## src/rtl/serial_adder_pkg.sv

```systemverilog
// Shared definitions for the bit-serial adder: FSM state encoding.
package serial_adder_pkg;

  typedef enum logic [1:0] {
    IDLE  = 2'd0,
    SHIFT = 2'd1,
    DONE  = 2'd2
  } state_t;

endpackage

```

## src/rtl/full_adder.sv

```systemverilog
// Single-bit full adder used as the serial adder's per-cycle arithmetic slice.
module full_adder (
  input  logic a,
  input  logic b,
  input  logic ci,
  output logic s,
  output logic co
);

  assign s  = a ^ b ^ ci;
  assign co = (a & b) | (ci & (a ^ b));

endmodule

```

## src/rtl/serial_adder.sv

```systemverilog
// Bit-serial adder: one full-adder bit per cycle, LSB first; sum/carry_out are
// registered at completion and hold until the next result loads.
module serial_adder
  import serial_adder_pkg::*;
#(
  parameter int WIDTH = 32
) (
  input  logic             clk,
  input  logic             rst_n,
  input  logic             start,
  input  logic [WIDTH-1:0] a,
  input  logic [WIDTH-1:0] b,
  input  logic             carry_in,
  output logic             busy,
  output logic             done,
  output logic [WIDTH-1:0] sum,
  output logic             carry_out
);

  localparam int CNT_W = $clog2(WIDTH + 1);
  localparam logic [CNT_W-1:0] LAST = CNT_W'(WIDTH - 1);

  state_t           state;
  logic [WIDTH-1:0] a_q;
  logic [WIDTH-1:0] b_q;
  logic [WIDTH-1:0] res_q;
  logic             carry_q;
  logic [CNT_W-1:0] cnt;
  logic             fa_s;
  logic             fa_co;
  logic [WIDTH-1:0] res_nxt;

  full_adder u_fa (
    .a  (a_q[0]),
    .b  (b_q[0]),
    .ci (carry_q),
    .s  (fa_s),
    .co (fa_co)
  );

  // New sum bit enters at the MSB; after WIDTH shifts bit 0 holds the LSB.
  assign res_nxt = WIDTH'({fa_s, res_q} >> 1);

  always_ff @(posedge clk) begin
    if (!rst_n) begin
      state     <= IDLE;
      busy      <= 1'b0;
      done      <= 1'b0;
      sum       <= '0;
      carry_out <= 1'b0;
      a_q       <= '0;
      b_q       <= '0;
      res_q     <= '0;
      carry_q   <= 1'b0;
      cnt       <= '0;
    end else begin
      case (state)
        IDLE, DONE: begin
          done <= 1'b0;
          if (start) begin
            state   <= SHIFT;
            busy    <= 1'b1;
            a_q     <= a;
            b_q     <= b;
            carry_q <= carry_in;
            cnt     <= '0;
          end else begin
            state <= IDLE;
            busy  <= 1'b0;
          end
        end
        SHIFT: begin
          a_q     <= a_q >> 1;
          b_q     <= b_q >> 1;
          carry_q <= fa_co;
          res_q   <= res_nxt;
          cnt     <= cnt + CNT_W'(1);
          // Final bit: publish the completed result on the same edge as DONE.
          if (cnt == LAST) begin
            state     <= DONE;
            busy      <= 1'b0;
            done      <= 1'b1;
            sum       <= res_nxt;
            carry_out <= fa_co;
          end
        end
        default: begin
          state <= IDLE;
          busy  <= 1'b0;
          done  <= 1'b0;
        end
      endcase
    end
  end

endmodule

```

## config.mk

```make
export PLATFORM = sky130hd
export DESIGN_NAME = serial_adder
export DESIGN_NICKNAME = d
export VERILOG_FILES = /design/src/rtl/serial_adder_pkg.sv /design/src/rtl/full_adder.sv /design/src/rtl/serial_adder.sv
export SDC_FILE = /design/constraint.sdc
export NUM_CORES = 1
export LEC_CHECK = 0
export CAP_MARGIN = 20
export CORE_ASPECT_RATIO = 0.8
export CORE_MARGIN = 10
export CORE_UTILIZATION = 45
export DETAILED_ROUTE_END_ITERATION = 6
export GPL_TIMING_DRIVEN = 0
export PLACE_DENSITY = 0.74
export SLEW_MARGIN = 10
export SYNTH_ARGS = -nofsm -noshare
export SYNTH_HDL_FRONTEND = slang
export SYNTH_SLANG_ARGS = --single-unit
```

## constraint.sdc

```tcl
create_clock -name clk -period 1.4 [get_ports clk]
set_input_delay 0.28 -clock clk [delete_from_list [all_inputs] [get_ports clk]]
set_output_delay 0.28 -clock clk [all_outputs]
set_load 0.005 [all_outputs]
```

Word level (Yosys, flattened, before mapping). Index checks and enable logic that the tools add are counted.

Bits in registers: 140. Latch bits: 0. Bits in writable memories: 0. ROM bits: 0. Input port bits: 68. Output and inout port bits: 35. Word-level logic and storage cells: 41. Memories kept: 0.

Add/subtract/negate cells: 1. $mul: 0. Divide/modulo/power cells: 0. Magnitude comparators: 0. Eq/ne operators: 5. Shifts and indexed selects: 0. Mux-type cells: 14. Bitwise logic cells: 5. Reductions and logical operators: 6.

Operators with widths (count): 32-bit one-hot mux with 2 select lines (2); 32-bit 2-to-1 mux (2); 6-bit one-hot mux with 2 select lines (1); 6-bit by 1-bit adder with 6-bit output, second input constant (1); 6-bit by 5-bit equality test with 1-bit output, second input constant (1); 6-bit 2-to-1 mux (1); 2-bit AND reduction (3); 1-bit 2-to-1 mux (4); 2-bit != test, second input constant (2); 1-bit one-hot mux with 2 select lines (2); 2-bit one-hot mux with 2 select lines (1); 1-bit bitwise AND (2); 2-bit by 1-bit equality test with 1-bit output, second input constant (1); 2-bit equality test, second input constant (1); 2-bit zero test (1); 2-bit 2-to-1 mux (1); 2-bit nonzero test (1); 2-bit OR reduction (1); 1-bit bitwise XOR (2); 1-bit OR (1).

Depth between registers and ports, before layout. Gate-level depths: netlist (run 1).

Depth after elaboration: 4. Gate-level depth with buffers: 6. Depth with buffers taken out: 4.

Cells and area by module. From an unflattened synthesis (run 1), not the netlist that was laid out.

Cell total of the unflattened synthesis: 624. Area, all modules: 5420.2 µm².

By module, submodules not included: serial_adder (times used 1, cells each 623, area each 5400.2 µm², sequential area each 2782.7 µm²); full_adder (times used 1, cells each 1, area each 20.0 µm², sequential area each 0.0 µm²).

Worst setup path before layout (run 1). OpenSTA, ideal clock, no wires.

Path kind: register to register. Start: reg cnt[0]. End: reg carry_out. Library setup time: 0.072 ns. Data arrival time: 1.412 ns. Data required time: 1.328 ns. Setup slack: -0.083 ns. Cell stages (with the launch flop): 6. Buffers on the path: 1. Period minus slack after synthesis: 1.483 ns. Cells stage by stage: dfxtp_1 -> ha_1 -> nand4_2 -> nor3_4 -> buf_8 -> mux2i_1.

Word-level cells in the longest chain between the ends: 2.

RTL lines: from (decl) (line serial_adder.sv:28) `logic [CNT_W-1:0] cnt;`; from (signal assigned) (line serial_adder.sv:77) `cnt <= cnt + CNT_W'(1);`; 6-bit by 5-bit equality test with 1-bit output (line serial_adder.sv:79) `if (cnt == LAST) begin`; 2-bit AND reduction (no source line); to (signal assigned) (line serial_adder.sv:84) `carry_out <= fa_co;`; to (decl) (line serial_adder.sv:17) `output logic carry_out`.

Every way passes these cells. A chain may end at the register's enable or synchronous reset.

Worst setup path in the final report (run 1).
Start: reg cnt[0]. End: reg sum[3].

Word-level cells in the longest chain between the ends: 2.

RTL lines: 6-bit by 5-bit equality test with 1-bit output (line serial_adder.sv:79); 2-bit AND reduction (no source line); to (signal assigned) (line serial_adder.sv:83) `sum <= res_nxt;`; to (decl) (line serial_adder.sv:16) `output logic [WIDTH-1:0] sum,`.

Every way passes these cells.

==> impl_metrics.json, run 1 <==
{
  "worstPathArrival_ns": 1.75,
  "num-nets-final": 823,
  "fin_crit_ns": 1.41,
  "via_count": 5054,
  "worst_slew_pin_slew_ns": 0.574,
  "reg2reg_slack_ns": -0.01,
  "cts.sinks": 139,
  "fin_crit_sh_pct": 101,
  "vias_per_cell": 5.53,
  "routabilityCongestion": 0.810,
  "synth_top_area_cell": "dfxtp_1",
  "cp_top_family": "flip-flops",
  "setup_viol": 3,
  "pin_count": 103,
  "grt.total_usage_pct": 17.1,
  "powerDensity_nw_per_um2": 1310,
  "wl_per_cell_microns": 16.2,
  "core-area_sq_um": 11600,
  "slew_viol_final": 0,
  "path_buf_inv": 2,
  "start_util_pct": 46.6,
  "drt-pass1-iter-count": 5,
  "path_max_fanout": 10,
  "syn_inst": 623,
  "yosysSeqAreaShare_pct": 51.2,
  "postCtsHoldBufs": 0,
  "finalNonFillerCells": 914,
  "clock_latency_ns": 0.41,
  "area_growth_pct": 36.5,
  "grt_first_pass_wirelength_microns": 23900,
  "grt_max_degree": 17,
  "fin_setup_tns_ns": -0.0308,
  "n_antenna_cell": 0,
  "ir_drop_v": 0.00103,
  "rsz0062_at_grt": "true",
  "ys_seq_elements": 139,
  "critPathLaunch": "cnt[0]$_SDFFE_PN0P_",
  "grt_pass1_vias": 4842,
  "drive_above_1_share_pct": 11.5,
  "power_leakage_uw": 0.00273,
  "final.fill_count": 963,
  "power.total_uw": 9730,
  "timing.slew.headroom_pct": 61.7,
  "yosys_warnings": 0,
  "hold_path_class": "reg -> reg",
  "outcome": "finished with violations",
  "layout_common_cells": "dfxtp_1, nand2_1, a21oi_1, nand3_1, clkdlybuf4s50_1",
  "timing.final.ws_setup_ns": -0.0110,
  "layout_commonest_cell": "dfxtp_1",
  "crit_type": "reg -> reg",
  "dp_cells": 872,
  "die_x_microns": 143,
  "syn_area_per_cell_sq_um": 8.72,
  "rows": 35,
  "synth_fp_nets": 693,
  "cp-start-kind": "flip-flop",
  "ant_nets": 0,
  "slowest_stage": "dfxtp_2",
  "numPortBuffers": 101,
  "clockBufferDepth": 2,
  "cap_violations": 0,
  "violations": "setup timing",
  "crit_path_end_kind": "flip-flop",
  "die_area_sq_um": 16900,
  "timing.rr.start": "cnt[0]$_SDFFE_PN0P_",
  "root_buffer": "clkbuf_16",
  "clk_pin_slew_ns": 0.05,
  "dpl.hpwl_microns": 10300,
  "place_ws_ns": -0.564,
  "numCtsBuffers": 17,
  "crit_chain": "ha_4, nand4_4, nor3_4, buf_6, buf_12, mux2i_1",
  "drcViolationCount": 0,
  "gr-total-overflow": 0,
  "required_ns": 1.73,
  "hold_viol": 0,
  "hp-start": "sum[19]$_SDFFE_PN0P_",
  "ys_top_cells_by_area": "dfxtp_1, a21oi_1, nand2_1",
  "max_freq_mhz": 709,
  "synth_cell_type_count": 31,
  "totalWireLength_microns": 14800,
  "yosysTopAreaCellShare_pct": 51.2,
  "critPathMaxStageDelay_ns": 0.35,
  "cts_tree": "done",
  "die_h_microns": 118,
  "syn-cell-area_sq_um": 5430,
  "htreeDepth": 4,
  "antenna_found_initial": 0,
  "clock_skew_ns": 0.00560,
  "drt_iter0_drc": 389
}
## per-layer routing
layer	global-route usage (%)	up-vias	wire, microns
li1	-	2467	-
met1	22.1	2398	6570
met2	26.7	167	6980
met3	4.64	22	971
met4	6.44	0	302
met5	0	-	0
## final cells by class
type / instances / area (sq um) / area share [%]
multi-input combinational: 423 / 2410 / 32.5
tap: 148 / 185 / 2.50
inverter: 1 / 3.75 / 0.0506
sequential: 139 / 2790 / 37.6
clock inverter: 8 / 118 / 1.59
timing repair buffer: 111 / 1070 / 14.4
clock buffer: 24 / 462 / 6.23
buffer: 60 / 377 / 5.08
## power by group
part	internal (uW)	switching, uW	total, uW
sequential	4120	95.1	4220
clock	2840	1600	4440
combinational	467	608	1070
## per-stage QoR
stage / utilization, % / cell area (sq um) / hold WS, ns
floorplan: - / 5460 / 0.416
global placement: 57.1 / 6650 / 0.447
detailed placement: 57.1 / 6650 / 0.449
CTS: 62.6 / 7290 / 0.450
global route: 63.6 / 7410 / 0.478
finish: 63.6 / 7410 / 0.453
## worst register-to-register path: stages (launching register included)
cell,delay (ns)
dfxtp_2,0.35
ha_4,0.16
nand4_4,0.12
nor3_4,0.20
buf_6,0.16
buf_12,0.14
mux2i_1,0.20
## repair_timing
action                                  in CTS  in global routing
endpoints found under the setup margin     157                127
pin swaps                                    2                  0
buffers inserted                             6                  3
gates resized for setup                     60                 30
cloned                                       0                  1
## state kept, by name, summed over array words and instances, names as in the netlist, 2 cells and up
signal / count
res_q: 31
sum: 32
a_q: 32
cnt: 6
state: 2
b_q: 32
## kinds of logic (layout without fill, tap and decap cells)
group	count (synthesis)	after routing	synth area share (%)
muxes	34	34	6.29
and+or+nand+nor	216	216	17.4
adders and majority gates	2	2	0.599
buffers and inverters	61	204	5.44
DFF	139	139	51.2
AOI/OAI and AO/OA	171	171	19.1
## Yosys cell counts
| library cell | number |
|---|---|
| a211oi_1 | 1 |
| a21oi_1 | 100 |
| a22oi_1 | 63 |
| a31oi_1 | 1 |
| buf_1 | 4 |
| buf_2 | 20 |
| buf_6 | 1 |
| buf_8 | 3 |
| clkbuf_1 | 32 |
| dfxtp_1 | 139 |
| fa_1 | 1 |
| ha_1 | 1 |
| inv_2 | 1 |
| mux2_2 | 1 |
| mux2i_1 | 33 |
| nand2_1 | 133 |
| nand2b_1 | 3 |
| nand3_1 | 72 |
| nand4_2 | 1 |
| nor2_1 | 1 |
| nor2b_1 | 2 |
| nor3_4 | 1 |
| nor4_1 | 1 |
| o2111ai_1 | 1 |
| o211a_1 | 1 |
| o21ai_0 | 1 |
| o311ai_0 | 1 |
| o31ai_1 | 1 |
| o41ai_1 | 1 |
| or3_1 | 1 |
| or4_1 | 1 |
## worst paths after layout
| check | end | cells past startpoint |
|---|---|---|
| max | sum[3]$_SDFFE_PN0P_ | 6 |
| max reg2reg | sum[3]$_SDFFE_PN0P_ | 6 |
| min | sum[19]$_SDFFE_PN0P_ | 2 |
| min reg2reg | sum[19]$_SDFFE_PN0P_ | 2 |
No activity file was read; power rests on OpenSTA's default activity.
==> inputs of run 2 (changes only) <==
PLACE_DENSITY = 0.84   (was 0.74)
SKIP_CTS_REPAIR_TIMING = 1   (was unset)
==> run 2 against run 1 <==
The run still ends with setup timing left. Clock-buffer cell count decreased by 6. Die area stayed put. Fmax fell by 4.9%. Final cell count decreased by 0.22%. Clock skew increased by 0.0068 ns. Flip-flop and latch count did not move. Critical path depth unchanged. Largest cell class unchanged. Highest routed layer unchanged.
==> impl_metrics.json, run 2 (same netlist as run 1, synthesis figures left out) <==
{
  "grt.total_usage_pct": 17.6,
  "via_count": 5219,
  "root_buffer": "clkbuf_16",
  "clk_pin_slew_ns": 0.06,
  "n_antenna_cell": 0,
  "cp-start-kind": "flip-flop",
  "place_ws_ns": -0.544,
  "hold_path_class": "reg -> reg",
  "routabilityCongestion": 0.815,
  "cts_tree": "done",
  "max_freq_mhz": 674,
  "clockBufferDepth": 2,
  "numCtsBuffers": 17,
  "timing.slew.headroom_pct": 63.2,
  "slew_viol_final": 0,
  "critPathMaxStageDelay_ns": 0.37,
  "vias_per_cell": 5.72,
  "rsz0062_at_grt": "true",
  "powerDensity_nw_per_um2": 1300,
  "core-area_sq_um": 11600,
  "gr-total-overflow": 0,
  "dp_cells": 872,
  "reg.largest.list": "a_q (32), b_q (32), sum (32)",
  "rows": 35,
  "final.fill_count": 918,
  "wl_per_cell_microns": 17.4,
  "hold_viol": 0,
  "required_ns": 1.75,
  "grt_first_pass_wirelength_microns": 24700,
  "crit_chain": "ha_4, nand4_4, nor3_4, buf_6, clkbuf_16, mux2i_1",
  "timing.final.ws_setup_ns": -0.0844,
  "ir_drop_v": 0.000909,
  "dpl.hpwl_microns": 10600,
  "drt_iter0_drc": 538,
  "die_h_microns": 118,
  "area_growth_pct": 39.5,
  "numPortBuffers": 101,
  "start_util_pct": 46.6,
  "power_leakage_uw": 0.00323,
  "grt_pass1_vias": 5157,
  "die_area_sq_um": 16900,
  "drt-pass1-iter-count": 5,
  "violations": "setup timing",
  "worstPathArrival_ns": 1.83,
  "crit_path_end_kind": "flip-flop",
  "crit_type": "reg -> reg",
  "fin_crit_ns": 1.48,
  "cap_violations": 0,
  "die_x_microns": 143,
  "fin_crit_sh_pct": 106,
  "totalWireLength_microns": 15900,
  "holdWs_ns": 0.454,
  "layout_common_cells": "dfxtp_1, nand2_1, a21oi_1, nand3_1, clkdlybuf4s50_1",
  "slowest_stage": "dfxtp_4",
  "finalNonFillerCells": 912,
  "htreeDepth": 4,
  "pin_count": 103,
  "drcViolationCount": 0,
  "path_max_fanout": 6,
  "worst_slew_pin_slew_ns": 0.551,
  "outcome": "finished with violations",
  "setup_viol": 27,
  "grt_max_degree": 17,
  "ant_nets": 0,
  "num-nets-final": 821,
  "cts.sinks": 139,
  "clock_latency_ns": 0.42,
  "clock_skew_ns": 0.0124,
  "drive_above_1_share_pct": 12.6,
  "layout_commonest_cell": "dfxtp_1",
  "antenna_found_initial": 0
}
[run 2: changes by cell type in the layout (fill, tap and decap cells not counted), sizes merged]
cell	previous run	this run
dlymetal6s2s	0	35
dlygate4sd2	35	0
clkinvlp	1	6
clkbuf	64	57
inv	1	2
buf	30	29
[run 2: final timing paths]
check	cells past startpoint	end	start	slack [ns]
setup / recovery	6	sum[16]$_SDFFE_PN0P_	cnt[0]$_SDFFE_PN0P_	-0.08
hold / removal	2	sum[8]$_SDFFE_PN0P_	sum[8]$_SDFFE_PN0P_	0.45
setup reg to reg	6	sum[16]$_SDFFE_PN0P_	cnt[0]$_SDFFE_PN0P_	-0.08
hold reg to reg	2	sum[8]$_SDFFE_PN0P_	sum[8]$_SDFFE_PN0P_	0.45
[run 2: power by group]
| group | switching (uW) | total, uW | internal (uW) |
|---|---|---|---|
| combinational | 612 | 1080 | 464 |
| clock | 1770 | 4570 | 2800 |
| sequential | 98.1 | 4220 | 4120 |
| total | 2480 | 9860 | 7380 |
[run 2: layer usage]
metal	global-route usage, %	routed length [microns]	up-vias	share of wire (%)
met2	28.7	7690	213	48
met1	21.1	6710	2513	42
met3	4.60	1030	38	6.5
met5	0	0	-	0
met4	8.56	466	0	2.9
li1	-	-	2455	-
[run 2: area by class of cell]
class                      count  area, sq um  share of cell area (%)
multi-input combinational    423         2390                    31.6
sequential                   139         2790                    36.9
inverter                       1         3.75                  0.0495
clock inverter                14          171                    2.26
clock buffer                  18          429                    5.66
timing repair buffer         109         1220                    16.1
buffer                        60          382                    5.04
tap                          148          185                    2.44
[run 2: metrics by stage]
step	TNS, ns	power (uW)	utilization [%]	cell area [sq um]
4_1_cts	-19.90	9800	62.3	7250
5_1_grt	-2.96	10200	65.0	7580
3_5_place_dp	-40.63	5290	57.1	6650
3_3_place_gp	-34.54	5240	57.1	6650
6_report	-1.30	9860	65.0	7580
2_1_floorplan	-1.13	4870	-	5460
[run 2: critical path, delay by kind of cell, from the launching register on]
family,cells,cell delay [ns]
DFF,1,0.37
buffers and inverters,2,0.36
adders and majority gates,1,0.16
muxes,1,0.18
and+or+nand+nor,2,0.33
